--- src/rtl/axi_stream_packetizer_pkg.sv ---
// Shared types and helpers for the AXI Stream packetizer: FSM state, default
// channel/request/response structs and the effective packet length function.
package axi_stream_packetizer_pkg;

  localparam int unsigned TDataWidth = 32;
  localparam int unsigned TIdWidth   = 4;
  localparam int unsigned TDestWidth = 4;
  localparam int unsigned TUserWidth = 4;

  typedef enum logic {
    IDLE,
    ACTIVE
  } state_e;

  typedef struct packed {
    logic [TDataWidth-1:0]   tdata;
    logic [TDataWidth/8-1:0] tstrb;
    logic [TDataWidth/8-1:0] tkeep;
    logic                    tlast;
    logic [TIdWidth-1:0]     tid;
    logic [TDestWidth-1:0]   tdest;
    logic [TUserWidth-1:0]   tuser;
  } chan_t;

  typedef struct packed {
    chan_t t;
    logic  tvalid;
  } req_t;

  typedef struct packed {
    logic tready;
  } rsp_t;

  // A programmed length of zero encodes the maximum packet, 2^len_width beats.
  function automatic logic [31:0] effective_len(input logic [31:0] len,
                                                input int unsigned len_width);
    return (len == 32'd0) ? (32'd1 << len_width) : len;
  endfunction

endpackage

--- src/rtl/axi_stream_packetizer_ctrl.sv ---
// Packet framing control: FSM, beat counter, per-packet tid/tdest capture and,
// when AXI_STREAM_PACKETIZER_SEQ_EN is defined, the packet sequence counter.
module axi_stream_packetizer_ctrl
  import axi_stream_packetizer_pkg::*;
#(
  parameter int unsigned LenWidth  = 8,
  parameter int unsigned SeqWidth  = 8,
  parameter int unsigned IdWidth   = TIdWidth,
  parameter int unsigned DestWidth = TDestWidth,
  parameter int unsigned UserWidth = TUserWidth
) (
  input  logic                 clk_i,
  input  logic                 rst_ni,
  input  logic                 load_i,
  input  logic                 flush_i,
  input  logic [LenWidth-1:0]  pkt_len_i,
  input  logic [IdWidth-1:0]   tid_i,
  input  logic [DestWidth-1:0] tdest_i,
  output logic                 tlast_o,
  output logic [IdWidth-1:0]   tid_o,
  output logic [DestWidth-1:0] tdest_o,
  output logic [UserWidth-1:0] tuser_o,
  output logic                 busy_o
);

  localparam int unsigned CntWidth = LenWidth + 1;

  state_e                state;
  logic [CntWidth-1:0]   cnt;
  logic [CntWidth-1:0]   len_cap;
  logic [CntWidth-1:0]   len_eff;
  logic [IdWidth-1:0]    tid_cap;
  logic [DestWidth-1:0]  tdest_cap;

  assign len_eff = CntWidth'(effective_len(32'(pkt_len_i), LenWidth));
  assign busy_o  = (state == ACTIVE);

  // The first beat of a packet takes its framing straight from the inputs, so
  // a packet can start in the cycle right after the previous one ended.
  // NOTE: every signal assigned in always_comb gets a default first, otherwise
  // a path that skips the assignment infers a latch.
  always_comb begin
    tlast_o = flush_i;
    tid_o   = tid_cap;
    tdest_o = tdest_cap;
    if (state == IDLE) begin
      tlast_o = flush_i | (len_eff == CntWidth'(1));
      tid_o   = tid_i;
      tdest_o = tdest_i;
    end else begin
      tlast_o = flush_i | (cnt == len_cap - CntWidth'(1));
    end
  end

  // NOTE: sequential state uses non-blocking assignments so every register
  // samples the pre-edge values regardless of statement order.
  always_ff @(posedge clk_i or negedge rst_ni) begin
    if (!rst_ni) begin
      state     <= IDLE;
      cnt       <= '0;
      len_cap   <= '0;
      tid_cap   <= '0;
      tdest_cap <= '0;
    end else if (load_i) begin
      case (state)
        IDLE: begin
          len_cap   <= len_eff;
          tid_cap   <= tid_i;
          tdest_cap <= tdest_i;
          cnt       <= CntWidth'(1);
          if (!tlast_o) begin
            state <= ACTIVE;
          end
        end
        ACTIVE: begin
          if (tlast_o) begin
            state <= IDLE;
            cnt   <= '0;
          end else begin
            cnt <= cnt + CntWidth'(1);
          end
        end
        default: state <= IDLE;
      endcase
    end
  end

`ifdef AXI_STREAM_PACKETIZER_SEQ_EN
  logic [SeqWidth-1:0] seq;

  // The tlast beat still carries the old number; the increment lands with it.
  always_ff @(posedge clk_i or negedge rst_ni) begin
    if (!rst_ni) begin
      seq <= '0;
    end else if (load_i && tlast_o) begin
      seq <= seq + 1'b1;
    end
  end

  assign tuser_o = UserWidth'(seq);
`else
  assign tuser_o = '0;
`endif

endmodule

--- src/rtl/axi_stream_packetizer.sv ---
// AXI4-Stream packetizer top: frames a valid/ready word stream into packets on
// a fully registered Tx port. Optional sequence numbering in tuser is enabled
// with the AXI_STREAM_PACKETIZER_SEQ_EN macro.
module axi_stream_packetizer
  import axi_stream_packetizer_pkg::*;
#(
  parameter int unsigned DataWidth = 32,
  parameter int unsigned LenWidth  = 8,
  parameter int unsigned SeqWidth  = 8,
  parameter int unsigned IdWidth   = TIdWidth,
  parameter int unsigned DestWidth = TDestWidth,
  parameter int unsigned UserWidth = TUserWidth,
  parameter type s_chan_t          = chan_t,
  parameter type axi_stream_req_t  = req_t,
  parameter type axi_stream_rsp_t  = rsp_t
) (
  input  logic                 clk_i,
  input  logic                 rst_ni,
  input  logic                 data_valid_i,
  output logic                 data_ready_o,
  input  logic [DataWidth-1:0] data_i,
  input  logic [LenWidth-1:0]  pkt_len_i,
  input  logic [IdWidth-1:0]   tid_i,
  input  logic [DestWidth-1:0] tdest_i,
  input  logic                 flush_i,
  output logic                 busy_o,
  output axi_stream_req_t      tx_req_o,
  input  axi_stream_rsp_t      tx_rsp_i
);

  logic                 in_fire;
  logic                 beat_last;
  logic [IdWidth-1:0]   beat_tid;
  logic [DestWidth-1:0] beat_tdest;
  logic [UserWidth-1:0] beat_tuser;
  s_chan_t              beat;

  // The output register can take a new word whenever it is empty or draining.
  assign data_ready_o = !tx_req_o.tvalid | tx_rsp_i.tready;
  assign in_fire      = data_valid_i & data_ready_o;

  axi_stream_packetizer_ctrl #(
    .LenWidth  (LenWidth),
    .SeqWidth  (SeqWidth),
    .IdWidth   (IdWidth),
    .DestWidth (DestWidth),
    .UserWidth (UserWidth)
  ) u_ctrl (
    .clk_i     (clk_i),
    .rst_ni    (rst_ni),
    .load_i    (in_fire),
    .flush_i   (flush_i),
    .pkt_len_i (pkt_len_i),
    .tid_i     (tid_i),
    .tdest_i   (tdest_i),
    .tlast_o   (beat_last),
    .tid_o     (beat_tid),
    .tdest_o   (beat_tdest),
    .tuser_o   (beat_tuser),
    .busy_o    (busy_o)
  );

  always_comb begin
    beat       = '0;
    beat.tdata = data_i;
    beat.tstrb = '1;
    beat.tkeep = '1;
    beat.tlast = beat_last;
    beat.tid   = beat_tid;
    beat.tdest = beat_tdest;
    beat.tuser = beat_tuser;
  end

  // A stalled beat stays untouched until the sink takes it.
  always_ff @(posedge clk_i or negedge rst_ni) begin
    if (!rst_ni) begin
      tx_req_o <= '0;
    end else if (in_fire) begin
      tx_req_o.t      <= beat;
      tx_req_o.tvalid <= 1'b1;
    end else if (tx_rsp_i.tready) begin
      tx_req_o.tvalid <= 1'b0;
    end
  end

endmodule

--- config.mk ---
export PLATFORM = sky130hd
export DESIGN_NAME = axi_stream_packetizer
export DESIGN_NICKNAME = d
export VERILOG_FILES = /design/src/rtl/axi_stream_packetizer_pkg.sv /design/src/rtl/axi_stream_packetizer_ctrl.sv /design/src/rtl/axi_stream_packetizer.sv
export SDC_FILE = /design/constraint.sdc
export NUM_CORES = 1
export LEC_CHECK = 0
export ABC_CLOCK_PERIOD_IN_PS = 5520
export CAP_MARGIN = 20
export CORE_UTILIZATION = 48
export DETAILED_ROUTE_END_ITERATION = 7
export GPL_ROUTABILITY_DRIVEN = 0
export PLACE_DENSITY = 0.92
export SLEW_MARGIN = 20
export SYNTH_ARGS = -nofsm -noshare
export SYNTH_HDL_FRONTEND = slang
export SYNTH_SLANG_ARGS = --single-unit
--- constraint.sdc ---
create_clock -name clk_i -period 5.52 [get_ports clk_i]
set_input_delay 1.38 -clock clk_i [delete_from_list [all_inputs] [get_ports clk_i]]
set_output_delay 1.38 -clock clk_i [all_outputs]
set_load 0.01 [all_outputs]
==> results of run 1 <==
==> worst paths after layout <==
path | start | to | depth (start not counted)
max | tx_rsp_i | data_ready_o | 3
min | tx_req_o[39] | tx_req_o[39] | 2
max reg2reg | u_ctrl.len_cap[0] | u_ctrl.cnt[1] | 8
min reg2reg | tx_req_o[39] | tx_req_o[39] | 2
max in group asynchronous | rst_ni | tx_req_o[0] | 2
min in group asynchronous | rst_ni | tx_req_o[40] | 2
==> cells in the final DEF, fill, tap and decap left out, drive strengths merged, types with 2 or more instances in the layout <==
cell           instances
ha                     2
clkinvlp               2
and3                   3
nand2                116
o21ai                 11
nor2b                  3
or2                    2
o2111ai                3
a221o                  2
clkdlybuf4s50        103
xnor2                  5
and2                   2
clkinv                 3
clkbuf                 9
nor3                   6
o311ai                 3
mux2i                  2
nor2                  11
a22oi                  2
mux2                  14
nand3b                 4
nand4                  2
conb                   4
dfrtp                 62
nand3                  4
a21oi                  5
nand2b                 6
buf                    5
xor2                   4
inv                    4
==> synth_stat cells (5+ instances only) <==
library cell / n
xnor2_1: 5
o21ai_1: 6
a21oi_1: 5
nand2_1: 116
dfrtp_1: 62
nor3_1: 5
nor2_1: 10
clkbuf_1: 12
mux2_1: 8
nand2b_1: 6
buf_4: 11
mux2_2: 6
==> tightest hold or removal path, delay by kind of cell (launching register included) <==
| kind | cells | cell delay (ns) |
|---|---|---|
| AND/OR/NAND/NOR | 2 | 0.11 |
| flip-flops | 1 | 0.34 |
==> per-layer routing <==
layer  track usage [%]  share of wire, %  vias up
met2              38.5                51       67
met1              25.0                43     1207
met4              9.29              0.99        0
met5                 0                 0        -
met3              5.84               5.1        7
li1                  -                 -     1230
==> kinds of logic after synthesis <==
| kind of cell | Yosys count |
|---|---|
| AND/OR/NAND/NOR | 164 |
| multiplexers | 16 |
| XOR/XNOR | 9 |
| flip-flops | 62 |
| buffers and inverters | 28 |
| AO/OA/AOI/OAI | 34 |
| other | 1 |
| adder cells (fa/ha/maj) | 2 |
==> state kept, by name, indices dropped and copies added (netlist names) <==
name	flops
u_ctrl.len_cap	9
tx_req_o	39
u_ctrl.busy_o	1
u_ctrl.cnt	9
u_ctrl.tid_cap	4
==> cell type report <==
cell class                 count  area, µm²  area share (%)
inverter                       3       11.3           0.267
multi-input combinational    229       1310            30.9
clock inverter                 7       72.6            1.72
sequential                    62       1550            36.7
timing repair buffer         108       1070            25.2
clock buffer                   9        124            2.93
tap                           75       93.8            2.22
==> where the power goes <==
group,internal [mW],total [mW],leakage [nW],switching [mW]
logic,0.227,0.408,1.01,0.181
clock network,0.209,0.389,0.0956,0.180
registers,0.534,0.617,0.755,0.0824
==> results.yml, run 1 <==
place:
  dp_cells: 477
  place_area_um2: 4030
  place_ws_ns: 1.62
  place_hpwl_mm: 4.76
  io_buffers: 104
layout:
  final_area_um2: 4230
  layout-drive-gt1-share_pct: 9.09
  fin_cells: 493
  layout.nets: 468
  area_growth_syn_to_layout_pct: 41.1
  fill_cells: 442
  final_util_pct: 70.9
  antenna_cells: 0
sta:
  setup_viol: 0
  hold_violations: 0
  slew_violations: 0
  fin_skew_ns: 0.00868
  worst_slack_ns: 1.62
  setup-tns-final_ns: 0
  slew_headroom_pct: 49.4
  rsz0062_at_grt: "false"
  fin_crit_sh_pct: 70.7
  hold_ws_ns: 0.472
  tightest_slew_ns: 0.759
  fin_crit_ns: 3.90
  fmax_mhz: 256
clocking:
  clkTransAtPathRegs_ns: 0.06
  cts_resized: 0
  clock_sinks: 62
  htreeDepth: 3
  postCtsHoldBufs: 0
  cts_tree: "done"
  cts_setup_buffers: 0
  numCtsBuffers: 9
  clockRootBuffer: "clkbuf_8"
  clk_path_buf_depth: 2
  clock_latency_ns: 0.33
power_and_ir_drop:
  vdd_drop_max_v: 0.000274
  p_total_mw: 1.41
  p_per_area_nw_per_um2: 335
  p_leak_nw: 1.86
synth:
  avgSynthCellArea_um2: 9.48
  synth_top_area_share_pct: 51.8
  netlist_area_um2: 2990
  yosysWarnings: 0
  synthSimpleGateAreaFrac_pct: 24.3
  synth_ff_type: "dfrtp_1"
  synthArstFlopShare_pct: 100
  synth-adder-area-share_pct: 0.836
  synth_xor_area_share_pct: 2.63
  synth_top_family_by_area: "simple AND/OR/NAND/NOR gates"
  ys_ff_latch: 62
  synth_top_area_cell: "dfrtp_1"
  syn_inst: 316
  synth_cell_types: 51
  muxShareOfSynthArea_pct: 5.93
  synthTopCellsByArea: "dfrtp_1 (52%), nand2_1 (15%), mux2_1 (3.0%), buf_4 (2.8%), mux2_2 (2.3%)"
  synth_enable_flop_cells: 0
  synth_compound_area_share_pct: 9.44
  ys_seq_area_share_pct: 51.8
setup_path:
  required_ns: 4.14
  cp_slowest_cell: "clkdlybuf4s50_1"
  cp_top_family: "buffers and inverters"
  path_cells: "clkdlybuf4s50_1 > nand2b_1 > clkdlybuf4s50_1"
  cp-start-kind: "primary input"
  worstPathArrival_ns: 2.52
  reg2reg_slack_ns: 3.39
  path_class: "in2out"
  path_buf_inv: 2
  cp_slowest_stage_delay_ns: 0.55
  endpoint_kind: "output pin"
  crit_path_frequent_cell: "clkdlybuf4s50_1"
  cp_max_fo: 4
floorplanning:
  ioPinCount: 109
  chipWidth_um: 81.0
  die-area_um2: 6560
  initial_core_util_pct: 50.3
  die_y_um: 81.0
  rows: 28
  core_area_um2: 5960
routing:
  routedWlPerCell_um: 13.4
  dr.first_iter.drc_count: 111
  vias_per_cell: 5.09
  totalWireLength_mm: 6.59
  drtPass1Iterations: 4
  num_vias: 2511
  drcViolationCount: 0
  antenna_left: 0
grt:
  antenna_found_initial: 0
  track_usage_pct: 21.9
  grt_pass1_vias: 2497
  overflow: 0
  grt_pass1_wl_mm: 10.9
  grt_max_degree: 63
run_status:
  status: "complete, no violations"
job:
  cap_violations: 0
min_path:
  hold_path.class: "reg2reg"
Note: power is estimated with default switching activity, not from simulation.
==> run 2: changes to the inputs <==
--- a/config.mk
+++ b/config.mk
@@ -5,12 +5,12 @@
 export SDC_FILE = /design/constraint.sdc
 export NUM_CORES = 1
 export LEC_CHECK = 0
-export ABC_CLOCK_PERIOD_IN_PS = 5520
+export ABC_CLOCK_PERIOD_IN_PS = 3950
 export CAP_MARGIN = 20
-export CORE_UTILIZATION = 48
+export CORE_UTILIZATION = 45
 export DETAILED_ROUTE_END_ITERATION = 7
 export GPL_ROUTABILITY_DRIVEN = 0
-export PLACE_DENSITY = 0.92
+export PLACE_DENSITY = 0.88
 export SLEW_MARGIN = 20
 export SYNTH_ARGS = -nofsm -noshare
 export SYNTH_HDL_FRONTEND = slang
==> constraint.sdc (replaced) <==
create_clock -name clk_i -period 3.95 [get_ports clk_i]
set_input_delay 0.9875 -clock clk_i [delete_from_list [all_inputs] [get_ports clk_i]]
set_output_delay 0.9875 -clock clk_i [all_outputs]
set_load 0.01 [all_outputs]
==> run 2 against run 1 <==
Compared with the run above:
- routed wire length up 4.9%
- via count increased by 1.6%
- first-iteration DRC count increased by 35%
- global-route usage shrank 0.63 points
- setup slack got worse by 0.82 ns
- clock skew down 0.00063 ns
- sequential power up 40%
- final area increased by 0.21%
- power is 41% higher
- non-clock buffer count grew 1
- clock power grew 43%
- highest routed layer unchanged
- critical path type unchanged
- sequential share of layout area fell by 0.076 points
==> results.yml, run 2 (synthesis results as in run 1) <==
layout:
  layout-drive-gt1-share_pct: 8.65
  area_growth_syn_to_layout_pct: 41.4
  regMostFlops: "tx_req_o"
  layout_common_cells: "nand2_1 (116), clkdlybuf4s50_1 (103), dfrtp_1 (62), clkbuf_8 (12), nor2_1 (10)"
  antenna_cells: 0
  layout.nets: 469
  reg.largest.list: "tx_req_o: 39 flops, u_ctrl.cnt: 9 flops, u_ctrl.len_cap: 9 flops"
  mostFrequentLayoutCell: "nand2_1"
  largest_reg_flops: 39
clocking:
  clk_path_buf_depth: 2
  clockRootBuffer: "clkbuf_8"
  clock_sinks: 62
  numCtsBuffers: 9
  postCtsHoldBufs: 0
  cts_tree: "done"
  clkTransAtPathRegs_ns: 0.06
  cts_resized: 0
  clock_latency_ns: 0.33
  htreeDepth: 3
  cts_setup_buffers: 0
power_and_ir_drop:
  p_per_area_nw_per_um2: 470
  power_frac_comb_pct: 28.8
  power.internal_mw: 1.40
  seqPwrFrac_pct: 43.3
  switching_power_mw: 0.594
  vdd_drop_max_v: 0.000286
  power_frac_clock_pct: 27.9
  p_leak_nw: 1.87
  p_sw_share_pct: 29.8
grt:
  antenna_found_initial: 0
  grt_util_met3_pct: 6.33
  use_met2_pct: 35.4
  busiest_layer: "met2"
  grt_max_degree: 49
  grt_pass1_vias: 2620
  grt_pass1_wl_mm: 11.9
  use_met1_pct: 26.3
  track_usage_pct: 21.3
  overflow: 0
sta:
  worst_slack_ns: 0.795
  hold_violations: 0
  setup_viol: 0
  slew_violations: 0
  fin_crit_sh_pct: 79.9
  slew_headroom_pct: 60.4
  hold_ws_ns: 0.471
  fmax_mhz: 317
  fin_crit_ns: 3.15
  tightest_slew_ns: 0.593
  fin_skew_ns: 0.00805
  setup-tns-final_ns: 0
  rsz0062_at_grt: "false"
routing:
  routedWlPerCell_um: 14.0
  vias_per_cell: 5.18
  drtPass1Iterations: 4
  num_vias: 2552
  antenna_left: 0
  totalWireLength_mm: 6.91
  dr.first_iter.drc_count: 150
  drcViolationCount: 0
place:
  place_ws_ns: 0.805
  io_buffers: 104
  place_hpwl_mm: 5.01
floorplanning:
  core_area_um2: 6390
  die_y_um: 83.6
  die-area_um2: 6980
  initial_core_util_pct: 46.9
  rows: 29
  ioPinCount: 109
  chipWidth_um: 83.6
setup_path:
  required_ns: 2.96
  cp-start-kind: "primary input"
  cp_slowest_cell: "clkdlybuf4s50_1"
  cp_slowest_stage_delay_ns: 0.56
  path_class: "in2out"
  cp_max_fo: 4
  path_cells: "clkdlybuf4s50_1 > nand2b_1 > clkdlybuf4s50_1"
  crit_path_frequent_cell: "clkdlybuf4s50_1"
  endpoint_kind: "output pin"
  worstPathArrival_ns: 2.17
min_path:
  hold_path.class: "reg2reg"
job:
  cap_violations: 0
run_status:
  status: "complete, no violations"
## run 2: cell types whose count changed in the layout (fill, tap and decap cells not counted)
cell,delta
inv_6,-1
clkinvlp_4,-2
clkinv_2,-2
clkbuf_8,+3
clkinv_4,-1
buf_4,+1
## run 2: final cells by class
type,instances,area (µm²)
inverters,3,11.3
fillers,498,2150
clock buffers,12,165
repair buffers,109,1070
well taps,77,96.3
clock inverters,1,30.0
multi-input cells,229,1310
flip-flops and latches,62,1550
## run 2: worst max-delay path: cells and delay by family
kind	cells	cell delay, ns
buf+inv	2	1.01
simple gates	1	0.17
## run 2: layer usage
metal / up-vias / share of wire [%]
met2: 83 / 50
met3: 11 / 6.1
met1: 1233 / 43
li1: 1225 / -
met5: - / 0
met4: 0 / 1.2
## run 2: worst paths after layout
path / from / end / slack, ns / cells past startpoint
max reg2reg: u_ctrl.len_cap[0] / u_ctrl.cnt[4] / 1.83 / 8
max in group asynchronous: rst_ni / tx_req_o[7] / 2.46 / 2
min reg2reg: tx_req_o[30] / tx_req_o[30] / 0.47 / 2
min in group asynchronous: rst_ni / tx_req_o[29] / 0.66 / 1
max: tx_rsp_i / data_ready_o / 0.80 / 3
min: tx_req_o[30] / tx_req_o[30] / 0.47 / 2
## run 2: power groups by stage
stage                     Sequential (mW)  Clock (mW)  Combinational [mW]
after floorplan                     0.876           0               0.292
after global placement              0.864           0               0.557
after detailed placement            0.871           0               0.575
after CTS                           0.861       0.566               0.579
after global routing                0.879       0.595               0.628
final                               0.862       0.556               0.574
## run 2: through the flow
stage                     power [mW]  std cells  utilization (%)  area [µm²]
after floorplan                 1.17        319                -        3010
after global placement          1.42        480             63.2        4040
after detailed placement        1.45        480             63.2        4040
after CTS                       2.01        493             66.3        4230
after global routing            2.10        493             66.3        4230
final                           1.99        493             66.3        4230
==> run 3: changes to the inputs <==
--- a/config.mk
+++ b/config.mk
@@ -5,12 +5,12 @@
 export SDC_FILE = /design/constraint.sdc
 export NUM_CORES = 1
 export LEC_CHECK = 0
-export ABC_CLOCK_PERIOD_IN_PS = 3950
+export ABC_CLOCK_PERIOD_IN_PS = 2600
 export CAP_MARGIN = 20
-export CORE_UTILIZATION = 45
+export CORE_UTILIZATION = 40
 export DETAILED_ROUTE_END_ITERATION = 7
 export GPL_ROUTABILITY_DRIVEN = 0
-export PLACE_DENSITY = 0.88
+export PLACE_DENSITY = 0.83
 export SLEW_MARGIN = 20
 export SYNTH_ARGS = -nofsm -noshare
 export SYNTH_HDL_FRONTEND = slang
==> constraint.sdc (replaced) <==
create_clock -name clk_i -period 2.6 [get_ports clk_i]
set_input_delay 0.65 -clock clk_i [delete_from_list [all_inputs] [get_ports clk_i]]
set_output_delay 0.65 -clock clk_i [all_outputs]
set_load 0.01 [all_outputs]
==> run 3 against run 2 <==
Compared with the run above:
- count of clock-buffer cells in the layout stayed put
- die area is 12% higher
- power is 52% higher
- critical path depth stayed put
- largest cell class unchanged
==> results.yml, run 3 (synthesis results as in run 1) <==
run_status:
  status: "complete, no violations"
sta:
  slew_violations: 0
  worst_slack_ns: 0.129
  fin_crit_ns: 2.47
  fin_crit_sh_pct: 95.0
  fin_skew_ns: 0.00955
  hold_violations: 0
  setup_viol: 0
  rsz0062_at_grt: "false"
  fmax_mhz: 405
  setup-tns-final_ns: 0
clocking:
  clkTransAtPathRegs_ns: 0.07
  clock_latency_ns: 0.34
  cts_tree: "done"
  htreeDepth: 3
  clockRootBuffer: "clkbuf_8"
  clock_sinks: 62
  numCtsBuffers: 9
  cts_setup_buffers: 0
  cts_resized: 0
  clk_path_buf_depth: 2
  postCtsHoldBufs: 0
grt:
  use_met2_pct: 30.8
  grt_max_degree: 49
  overflow: 0
  antenna_found_initial: 0
  busiest_layer: "met2"
  grt_util_met3_pct: 5.32
  grt_pass1_wl_mm: 11.3
  grt_pass1_vias: 2474
  use_met1_pct: 23.5
  track_usage_pct: 18.8
floorplanning:
  initial_core_util_pct: 41.3
  core_area_um2: 7250
  chipWidth_um: 88.5
  rows: 31
  ioPinCount: 109
  die_y_um: 88.5
  die-area_um2: 7830
setup_path:
  endpoint_kind: "output pin"
  cp_max_fo: 4
  cp-start-kind: "primary input"
  crit_start: "tx_rsp_i"
  required_ns: 1.95
  path_class: "in2out"
  reg2reg_from: "u_ctrl.len_cap[0]"
  worstPathArrival_ns: 1.82
routing:
  drtPass1Iterations: 4
  drcViolationCount: 0
  totalWireLength_mm: 6.90
  dr.first_iter.drc_count: 131
  vias_per_cell: 4.89
  antenna_left: 0
  routedWlPerCell_um: 13.3
  num_vias: 2532
layout:
  regMostFlops: "tx_req_o"
  final_util_pct: 58.8
  largest_reg_flops: 39
  layout_common_cells: "nand2_1 (116), clkdlybuf4s50_1 (103), dfrtp_1 (62), clkbuf_8 (11), nor2_1 (10)"
  mostFrequentLayoutCell: "nand2_1"
  reg.largest.list: "tx_req_o: 39 flops, u_ctrl.cnt: 9 flops, u_ctrl.len_cap: 9 flops"
  final_area_um2: 4270
  layout.nets: 469
  area_growth_syn_to_layout_pct: 42.5
  layout-drive-gt1-share_pct: 9.07
  antenna_cells: 0
power_and_ir_drop:
  p_total_mw: 3.03
  p_leak_nw: 1.87
  vdd_drop_max_v: 0.000438
  p_per_area_nw_per_um2: 711
job:
  cap_violations: 0
place:
  place_ws_ns: 0.116
  io_buffers: 104
  place_hpwl_mm: 4.96
  place_area_um2: 4070
min_path:
  hold_path.class: "in2async"
-- run 3: metrics by stage --
step	instances	hold slack [ns]
final	518	0.229
after global routing	518	0.246
after CTS	518	0.240
after detailed placement	502	0.461
after global placement	502	0.456
after floorplan	319	0.354
-- run 3: per-layer routing --
layer,routed length [µm],vias up
met5,0,-
met4,108,0
met3,377,11
met2,3470,77
met1,2940,1209
li1,-,1235
-- run 3: final timing paths --
path | end | slack (ns) | cells after the start
max | data_ready_o | 0.13 | 3
min | tx_req_o[40] | 0.23 | 1
max reg2reg | u_ctrl.cnt[1] | 0.47 | 8
min reg2reg | tx_req_o[53] | 0.48 | 2
max in group asynchronous | tx_req_o[48] | 1.70 | 2
min in group clk_i | tx_req_o[53] | 0.48 | 2
-- run 3: area by class of cell --
type	count	area [µm²]
inverters	3	11.3
multi-input cells	229	1310
well taps	99	124
clock inverters	4	45.0
fillers	606	2990
repair buffers	109	1070
clock buffers	12	155
flip-flops and latches	62	1550
-- run 3: where the power goes --
part	internal, mW	switching (mW)	leakage [nW]
combinational	0.482	0.385	1.01
sequential	1.13	0.174	0.755
clock	0.490	0.368	0.106
-- run 3: critical path, stage by stage --
cell and delay [ns]:
clkdlybuf4s50_1 0.45, nand2b_1 0.16, clkdlybuf4s50_1 0.56
